## src/rtl/pipe_hazard_ctrl.sv

```systemverilog
// rtl/pipe_hazard_ctrl.sv - ID-to-EX hazard, vector serialisation and branch-shadow sequencer
//
// Purpose:
//   Sits between decode and execute of the vector ASIP. Tracks every
//   in-flight register write in a PIPE_DEPTH-deep scoreboard (slot 0 = EX),
//   stalls the instruction in ID on a read-after-write hazard, holds EX for
//   the full length of a multi-cycle vector ALU op, and kills the branch
//   shadow after any PC-writing instruction.
//
// Parameters:
//   PIPE_DEPTH     stages after ID holding an uncommitted write (2..4)
//   VEC_CYCLES     cycles a vector ALU op occupies EX (1..8)
//   BRANCH_SHADOW  flush cycles after a PC-writing op issues (1..3)
//
// Ports:
//   clk, rst_n                    clock (rising edge), async active-low reset
//   id_valid                      ID holds a valid instruction
//   id_src_a/b, id_src_a/b_used   source register indices and read flags
//   id_dst, id_reg_we             destination register and write enable
//   id_is_vec                     multi-cycle vector ALU op
//   id_is_load                    result comes from memory
//   id_pc_write                   nonzero = PC-writing instruction
//   stall_if, stall_id            hold PC / IF-ID register and the ID instruction
//   flush_id                      invalidate the ID instruction
//   issue                         ID instruction advances into EX this cycle
//   stall_cycles                  saturating count of cycles with stall_id = 1
//
// Build option:
//   PIPE_FWD_EN  when defined, EX/MEM results are bypassed and only a
//                load-use on slot 0 is a hazard; otherwise any valid
//                writing slot blocks a matching source.

module pipe_hazard_ctrl #(
  parameter int PIPE_DEPTH    = 3,
  parameter int VEC_CYCLES    = 4,
  parameter int BRANCH_SHADOW = 1
) (
  input  logic        clk,
  input  logic        rst_n,
  input  logic        id_valid,
  input  logic [3:0]  id_src_a,
  input  logic [3:0]  id_src_b,
  input  logic        id_src_a_used,
  input  logic        id_src_b_used,
  input  logic [3:0]  id_dst,
  input  logic        id_reg_we,
  input  logic        id_is_vec,
  input  logic        id_is_load,
  input  logic [2:0]  id_pc_write,
  output logic        stall_if,
  output logic        stall_id,
  output logic        flush_id,
  output logic        issue,
  output logic [15:0] stall_cycles
);

  typedef enum logic [1:0] {
    RUN      = 2'd0,
    VEC_BUSY = 2'd1,
    FLUSH    = 2'd2
  } state_t;

  // vec_cnt counts the remaining busy cycles after the issue cycle itself.
  localparam logic [3:0] VEC_LOAD    = 4'(VEC_CYCLES - 1);
  localparam logic [1:0] SHADOW_LOAD = 2'(BRANCH_SHADOW);
  localparam logic       VEC_MULTI   = (VEC_CYCLES > 1);

  state_t state;
  state_t state_next;

  logic [3:0] vec_cnt;
  logic [1:0] shadow_cnt;

  // Scoreboard, one bit/field per slot; index 0 is EX, PIPE_DEPTH-1 is WB.
  logic [PIPE_DEPTH-1:0]      slot_valid;
  logic [PIPE_DEPTH-1:0]      slot_we;
  logic [PIPE_DEPTH-1:0]      slot_load;
  logic [PIPE_DEPTH-1:0][3:0] slot_dst;

  logic src_a_hit;
  logic src_b_hit;
  logic hazard;
  logic is_pc_write;
  logic enter_flush;
  logic enter_vec;

  assign is_pc_write = |id_pc_write;

  // A PC-writing op that is also tagged vector is treated only as PC-writing.
  assign enter_flush = issue & is_pc_write;
  assign enter_vec   = issue & id_is_vec & ~is_pc_write & VEC_MULTI;

  // ------------------------------------------------------------------
  // Hazard detection against the scoreboard
  // ------------------------------------------------------------------
  always_comb begin
    src_a_hit = 1'b0;
    src_b_hit = 1'b0;
`ifdef PIPE_FWD_EN
    // Only a load still in EX cannot be bypassed: its data arrives from MEM.
    if (slot_valid[0] && slot_we[0] && slot_load[0]) begin
      src_a_hit = id_src_a_used && (id_src_a == slot_dst[0]);
      src_b_hit = id_src_b_used && (id_src_b == slot_dst[0]);
    end
`else
    // No bypass: the consumer waits until the producer has retired past WB.
    for (int i = 0; i < PIPE_DEPTH; i++) begin
      if (slot_valid[i] && slot_we[i]) begin
        if (id_src_a_used && (id_src_a == slot_dst[i])) src_a_hit = 1'b1;
        if (id_src_b_used && (id_src_b == slot_dst[i])) src_b_hit = 1'b1;
      end
    end
`endif
    hazard = id_valid && (src_a_hit || src_b_hit);
  end

  // ------------------------------------------------------------------
  // FSM: state register
  // ------------------------------------------------------------------
  always_ff @(posedge clk or negedge rst_n) begin
    if (!rst_n) begin
      state <= RUN;
    end else begin
      state <= state_next;
    end
  end

  // ------------------------------------------------------------------
  // FSM: next-state logic
  // ------------------------------------------------------------------
  always_comb begin
    state_next = state;
    case (state)
      RUN: begin
        if (enter_flush) begin
          state_next = FLUSH;
        end else if (enter_vec) begin
          state_next = VEC_BUSY;
        end
      end
      VEC_BUSY: begin
        if (vec_cnt <= 4'd1) state_next = RUN;
      end
      FLUSH: begin
        if (shadow_cnt <= 2'd1) state_next = RUN;
      end
      default: state_next = RUN;
    endcase
  end

  // ------------------------------------------------------------------
  // FSM: outputs. Everything is held at 0 while reset is asserted, even
  // though the ID inputs may already carry a valid instruction.
  // ------------------------------------------------------------------
  always_comb begin
    stall_if = 1'b0;
    stall_id = 1'b0;
    flush_id = 1'b0;
    issue    = 1'b0;
    if (rst_n) begin
      case (state)
        RUN: begin
          if (hazard) begin
            stall_if = 1'b1;
            stall_id = 1'b1;
          end else if (id_valid) begin
            issue = 1'b1;
          end
        end
        VEC_BUSY: begin
          stall_if = 1'b1;
          stall_id = 1'b1;
        end
        FLUSH: begin
          // Shadow kill dominates: any hazard in ID is irrelevant now.
          flush_id = 1'b1;
        end
        default: begin
          stall_if = 1'b0;
        end
      endcase
    end
  end

  // ------------------------------------------------------------------
  // Vector-busy and branch-shadow counters
  // ------------------------------------------------------------------
  always_ff @(posedge clk or negedge rst_n) begin
    if (!rst_n) begin
      vec_cnt    <= 4'd0;
      shadow_cnt <= 2'd0;
    end else begin
      case (state)
        RUN: begin
          if (enter_flush) shadow_cnt <= SHADOW_LOAD;
          if (enter_vec)   vec_cnt    <= VEC_LOAD;
        end
        VEC_BUSY: vec_cnt    <= vec_cnt - 4'd1;
        FLUSH:    shadow_cnt <= shadow_cnt - 2'd1;
        default: begin
          vec_cnt    <= 4'd0;
          shadow_cnt <= 2'd0;
        end
      endcase
    end
  end

  // ------------------------------------------------------------------
  // Scoreboard shift
  // ------------------------------------------------------------------
  always_ff @(posedge clk or negedge rst_n) begin
    if (!rst_n) begin
      slot_valid <= '0;
      slot_we    <= '0;
      slot_load  <= '0;
      slot_dst   <= '0;
    end else begin
      for (int i = PIPE_DEPTH - 1; i >= 1; i--) begin
        if ((state == VEC_BUSY) && (i == 1)) begin
          // The vector op stays parked in EX, so MEM sees bubbles.
          slot_valid[i] <= 1'b0;
          slot_we[i]    <= 1'b0;
          slot_load[i]  <= 1'b0;
          slot_dst[i]   <= 4'd0;
        end else begin
          slot_valid[i] <= slot_valid[i-1];
          slot_we[i]    <= slot_we[i-1];
          slot_load[i]  <= slot_load[i-1];
          slot_dst[i]   <= slot_dst[i-1];
        end
      end

      if (state == VEC_BUSY) begin
        slot_valid[0] <= slot_valid[0];
      end else if (issue) begin
        slot_valid[0] <= 1'b1;
        slot_we[0]    <= id_reg_we;
        slot_load[0]  <= id_is_load;
        slot_dst[0]   <= id_dst;
      end else begin
        slot_valid[0] <= 1'b0;
        slot_we[0]    <= 1'b0;
        slot_load[0]  <= 1'b0;
        slot_dst[0]   <= 4'd0;
      end
    end
  end

  // The WB slot's fields only retire; fold them so they have a reader.
  logic unused_retire;
  assign unused_retire = ^{slot_valid, slot_we, slot_load, slot_dst};

  // ------------------------------------------------------------------
  // Saturating stall counter
  // ------------------------------------------------------------------
  always_ff @(posedge clk or negedge rst_n) begin
    if (!rst_n) begin
      stall_cycles <= 16'd0;
    end else if (stall_id && (stall_cycles != 16'hFFFF)) begin
      stall_cycles <= stall_cycles + 16'd1;
    end
  end

endmodule

```

## config.mk

```make
export PLATFORM = sky130hd
export DESIGN_NAME = pipe_hazard_ctrl
export DESIGN_NICKNAME = d
export VERILOG_FILES = /design/src/rtl/pipe_hazard_ctrl.sv
export SDC_FILE = /design/constraint.sdc
export NUM_CORES = 1
export LEC_CHECK = 0
export ABC_AREA = 1
export CORE_MARGIN = 10
export CORE_UTILIZATION = 45
export CTS_BUF_LIST = sky130_fd_sc_hd__clkbuf_8 sky130_fd_sc_hd__clkbuf_16
export DETAILED_ROUTE_END_ITERATION = 12
export HOLD_SLACK_MARGIN = 0.1
export PLACE_DENSITY_LB_ADDON = 0.08
export SETUP_SLACK_MARGIN = 0.1
export SLEW_MARGIN = 10
export SYNTH_ARGS = -nofsm -noshare
export SYNTH_HDL_FRONTEND = slang
export SYNTH_SLANG_ARGS = --single-unit
export TNS_END_PERCENT = 1
```

## constraint.sdc

```tcl
create_clock -name clk -period 1.5 [get_ports clk]
set_input_delay 0.15 -clock clk [delete_from_list [all_inputs] [get_ports clk]]
set_output_delay 0.15 -clock clk [all_outputs]
set_load 0.05 [all_outputs]
```

After elaboration in Yosys (flattened, before gate mapping)
Cells that the tools add are included.

Bitwise logic cells: 6. Muxes and demuxes: 36. Add/sub/neg operators: 3. Equality and inequality tests: 14. Reductions and logical operators: 17. $lt $le $gt $ge: 2.

Operators with widths (count): $eq A4 B4 Y1 (6); $mux W1 (24); $add A16 B1 Y16 const B (1); $ne A16 B16 Y1 const B (1); $mux W4 (3); $pmux W2 S3 (2); $pmux W4 S3 (1); $logic_and A1 B1 Y1 (11); $mux W2 (5); $ne A2 B2 Y1 const B (4); $le A4 B1 Y1 const B (1); $reduce_and A2 Y1 (2); $sub A4 B1 Y4 const B (1); $and A1 B1 Y1 (3); $ne A3 B3 Y1 const B (1); $not A1 Y1 (3); $reduce_and A3 Y1 (1); $reduce_or A3 Y1 (1); $eq A2 B1 Y1 const B (1); $eq A2 B2 Y1 const B (1); $le A2 B1 Y1 const B (1); $logic_not A2 Y1 (1); $pmux W1 S2 (1); $sub A2 B1 Y2 const B (1); $logic_or A1 B1 Y1 (1).

Logic and storage cells: 89. Output and inout bits: 20. Flip-flop bits (word level): 42. Bits of input ports: 23.

Logic depth before layout (Yosys ltp)
Word-level depth: 18. Mapped depth: 14. Depth with buffers taken out: 13.

Worst setup path before layout
OpenSTA, ideal clock, no wires.

Kind: reg2reg. Start: reg stall_cycles[0]. End: reg stall_cycles[15]. Path slack: -0.486 ns. Arrival: 1.866 ns. Buffers on the path: 1. Data required time: 1.380 ns. Period minus slack after synthesis: 1.986 ns. Setup time: 0.120 ns. Cell stages (with the launch flop): 10. Cell sequence: dfrtp_1 -> ha_1 -> nand2_1 -> inv_2 -> nand4_2 -> nor2_4 -> nand4_4 -> buf_2 -> nand3_1 -> nand2_1.

Word-level cells in the longest chain between the ends: 2. Elaborated cells on any way between the ends: 3. Classes of those cells: 1 x add/sub; 1 x eq/ne; 1 x reduce/logical.

RTL lines: from (decl) (RTL line 54) `output logic [15:0] stall_cycles`; from (signal assigned) (RTL line 260) `stall_cycles <= stall_cycles + 16'd1;`; parallel branches: the longest is 2 deep, another holds $add A16 B1 Y16.

Parallel ways; which one is timed is not known. A chain may end at the register's enable or synchronous reset.

Worst setup path after layout
Start: reg slot_dst[7] (netlist name). End: out stall_if.

Word-level cells in the longest chain between the ends: 11. Elaborated cells on any way between the ends: 17. Classes of those cells: 2 x eq/ne; 11 x mux; 4 x reduce/logical.

RTL lines: from (decl) (RTL line 78) `logic [PIPE_DEPTH-1:0][3:0] slot_dst;`; from (signal, indexed assignment) (RTL line 229) `slot_dst[i] <= slot_dst[i-1];`; $eq A4 B4 Y1 (on tied branches) (RTL line 109, 110); $logic_and A1 B1 Y1 (on tied branches) (RTL line 109, 110); $mux W1 (on tied branches) (RTL line 109, 110); $mux W1 (RTL line 108) `if (slot_valid[i] && slot_we[i]) begin`; $mux W1 (on tied branches) (RTL line 109, 110); $mux W1 (RTL line 108); $logic_or A1 B1 Y1 (*) (RTL line 114) `hazard = id_valid && (src_a_hit || src_b_hit);`; $logic_and A1 B1 Y1 (*) (RTL line 114); $mux W1 (*) (RTL line 163) `if (hazard) begin`; $pmux W1 S2 (*) (RTL line 161) `case (state)`; $mux W1 (*) (RTL line 160) `if (rst_n) begin`; to (decl) (RTL line 50) `output logic stall_if,`.

Every way passes the cells marked *; elsewhere a longest branch is shown, timed or not.

==> results.sh <==
export IMPL_most_common_layout_cells="nand2_1, buf_4, dfrtp_1, nor2_1, nand3_1"
export IMPL_finalSetupViolations=28
export IMPL_io_buffers=41
export IMPL_synth_mux_area_frac=0
export IMPL_globalplace_congestion=0.906
export IMPL_fin_skew_ns=0.00723
export IMPL_synth_top_family_by_area="simple AND/OR/NAND/NOR gates"
export IMPL_n_antenna_cell=0
export IMPL_die_width_um=93.7
export IMPL_overflow=0
export IMPL_r2r_start="slot_dst[7]"
export IMPL_cp_max_fo=5
export IMPL_worst_r2r_cell_count=14
export IMPL_drv_slew=0
export IMPL_finalWorstSetupSlack_ns=-0.384
export IMPL_die_y_um=93.7
export IMPL_io_pins=43
export IMPL_timing_max_cap_violations=0
export IMPL_p_int_w=0.00213
export IMPL_hold_viol_final=34
export IMPL_postSynthAreaPerCell_um2=7.45
export IMPL_dr_first_iter_drc_count=175
export IMPL_drc=0
export IMPL_cp_start_kind="flop"
export IMPL_hold_buffers=1
export IMPL_dpl_cell_area_um2=3370
export IMPL_place_inst=479
export IMPL_dieArea_um2=8780
export IMPL_cp_arrival_ns=1.73
export IMPL_synth_warnings=0
export IMPL_synth_seq_cells=42
export IMPL_initial_core_util=0.472
export IMPL_ys_async_sr_fraction=1.00
export IMPL_drtAntennaViolNets=0
export IMPL_worstMarginPinSlew_ns=0.433
export IMPL_outcome="finished, violations left"
export IMPL_via_per_inst=4.77
export IMPL_clkLatencyLatePin_ns=0.30
export IMPL_synthCells=328
export IMPL_first_pass_iters=4
export IMPL_place_hpwl_mm=4.86
export IMPL_ys_types=29
export IMPL_grt_use_total=0.156
export IMPL_syn_cell_area_um2=2440
export IMPL_drive_gt1_frac=0.310
export IMPL_grt_max_degree=35
export IMPL_core_area_um2=5170
export IMPL_clock_path_buffers=2
export IMPL_p_comb_frac=0.266
export IMPL_cts_tree="done"
export IMPL_cts_htree_levels=2
export IMPL_ir_drop_mv=0.670
export IMPL_violations="hold timing, setup timing"
export IMPL_place_ws_ns=-0.482
export IMPL_synth_xor_area_share=0.0753
export IMPL_synth_ff_type="dfrtp_1"
export IMPL_vias=2364
export IMPL_stdcell_count=496
export IMPL_fin_tns_setup_ns=-6.35
export IMPL_yosys_area_share_simple=0.347
export IMPL_rsz0062_at_grt="true"
export IMPL_area_growth_pct=47.6
export IMPL_rr_endpoint="stall_cycles[7]"
export IMPL_clock_sinks=42
export IMPL_power_density_nw_per_um2=865
export IMPL_synth_edf_count=0
export IMPL_grt_pass1_wl_mm=11.1
export IMPL_seqPwrFrac=0.443
export IMPL_synth_adder_area_share=0.0205
export IMPL_final_common_cell="nand2_1"
export IMPL_fin_hold_ws_ns=-0.0705
export IMPL_nNetsFinal=452
export IMPL_reg2reg_slack_ns=-0.26
export IMPL_routed_wl_mm=6.58
export IMPL_grt_pass1_vias=2415
export IMPL_switchingPower_w=0.000992
export IMPL_clk_pin_slew_ns=0.09
export IMPL_hold_class="primary input to asynchronous set/reset pin"
export IMPL_design_area_um2=3610
export IMPL_syn_nets=355
export IMPL_wl_per_cell_um=13.3
export IMPL_required_ns=1.35
export IMPL_clock_fmax_mhz=531
export IMPL_p_clk_frac=0.291
export IMPL_synth_seq_area_share=0.430
export IMPL_min_period_over_period=1.26
export IMPL_antenna_found_initial=0
export IMPL_relSlewSlack=0.711
export IMPL_cts_root_buf="clkbuf_8"
export IMPL_critPathKind="flop to primary output"
export IMPL_layout_min_cycle_time_ns=1.88
export IMPL_swShare=0.318
export IMPL_critPathCaptureType="primary output"
export IMPL_p_leak_nw=1.87
export IMPL_row_count=26
export IMPL_synth_compound_area_frac=0.0435
export IMPL_numCtsBuffers=5
==> critical path, cell delays in order, from the launching register on <==
cell and delay, ns:
dfrtp_1 0.44, nand2_1 0.10, nand2_1 0.06, nor2_1 0.11, nand3_1 0.10, nand3_2 0.08, nand2_2 0.06, nand2_2 0.07
nand2_2 0.06, o21ai_4 0.07, buf_12 0.14, buf_12 0.13
==> how the worst max path moves through the flow <==
| stage | startpoint | endpoint | cells after the start |
|---|---|---|---|
| after floorplan | stall_cycles[4] | stall_cycles[8] | 9 |
| after global placement | id_src_b[3] | stall_id | 13 |
| after detailed placement | id_src_a[3] | stall_if | 13 |
| after CTS | slot_dst[7] | stall_if | 11 |
| after global routing | slot_dst[6] | stall_if | 12 |
| final | slot_dst[7] | stall_if | 11 |
==> logic make-up (layout without fill, tap and decap cells) <==
kind of cell	count (synthesis)	count (layout)
AND/OR/NAND/NOR	194	194
buffers and inverters	50	148
flip-flops	42	42
XOR/XNOR	21	21
AO/OA/AOI/OAI	17	17
adder cells (fa/ha/maj)	4	4
==> layer usage <==
layer	vias up	track usage	wire, µm	part of all wire
met3	9	0.0360	280	0.043
met5	-	0	0	0
met1	1100	0.201	3150	0.48
met4	0	0.0468	95	0.014
li1	1214	-	-	-
met2	41	0.252	3060	0.46
==> final cells by class <==
class	instances	area, µm²
Timing Repair Buffer	96	918
Multi-Input combinational cell	236	1260
Inverter	44	168
Clock buffer	5	68.8
Sequential cell	42	1060
Clock inverter	3	41.3
Tap cell	70	87.6
Fill cell	427	1570
==> synthesized netlist by cell type (2+ instances only) <==
cell type    n  area [µm²]
o211ai_1     3        22.5
inv_2        7        26.3
inv_1       37         139
dfrtp_1     42        1050
nand3_1     31         155
ha_1         4        50.1
nor2_1      33         124
o21ai_0     10        50.1
nand2_1    112         420
buf_4        2        15.0
nor3_1       5        25.0
nand4_1      5        31.3
a21oi_1      2        10.0
xor2_1      13         114
xnor2_1      8        70.1
==> through the flow <==
stage	utilization	total power (W)	hold WS, ns
floorplan	-	0.00186	-0.146
global route	0.697	0.00332	-0.0212
finish	0.697	0.00312	-0.0705
CTS	0.687	0.00311	-0.0392
detailed placement	0.651	0.00220	0.139
global placement	0.651	0.00217	0.135
==> what timing repair did <==
item	in CTS	in global routing
setup buffers	4	4
endpoints found under the setup margin	33	34
endpoints found under the hold margin	42	34
pin swaps	5	9
resized for setup	19	15
==> flip-flops by register name, indices dropped and copies added, names as in the netlist <==
name	flops
slot_we	3
slot_dst	12
stall_cycles	16
vec_cnt	4
state	2
slot_valid	3
shadow_cnt	2
==> power groups by stage <==
stage	combinational, W	sequential, W	clock, W
3_5_place_dp	0.000796	0.00140	0
2_1_floorplan	0.000390	0.00147	0
4_1_cts	0.000821	0.00138	0.000915
6_report	0.000830	0.00138	0.000908
3_3_place_gp	0.000774	0.00139	0
5_1_grt	0.000944	0.00140	0.000977
Power figures use the tool's default switching activity.
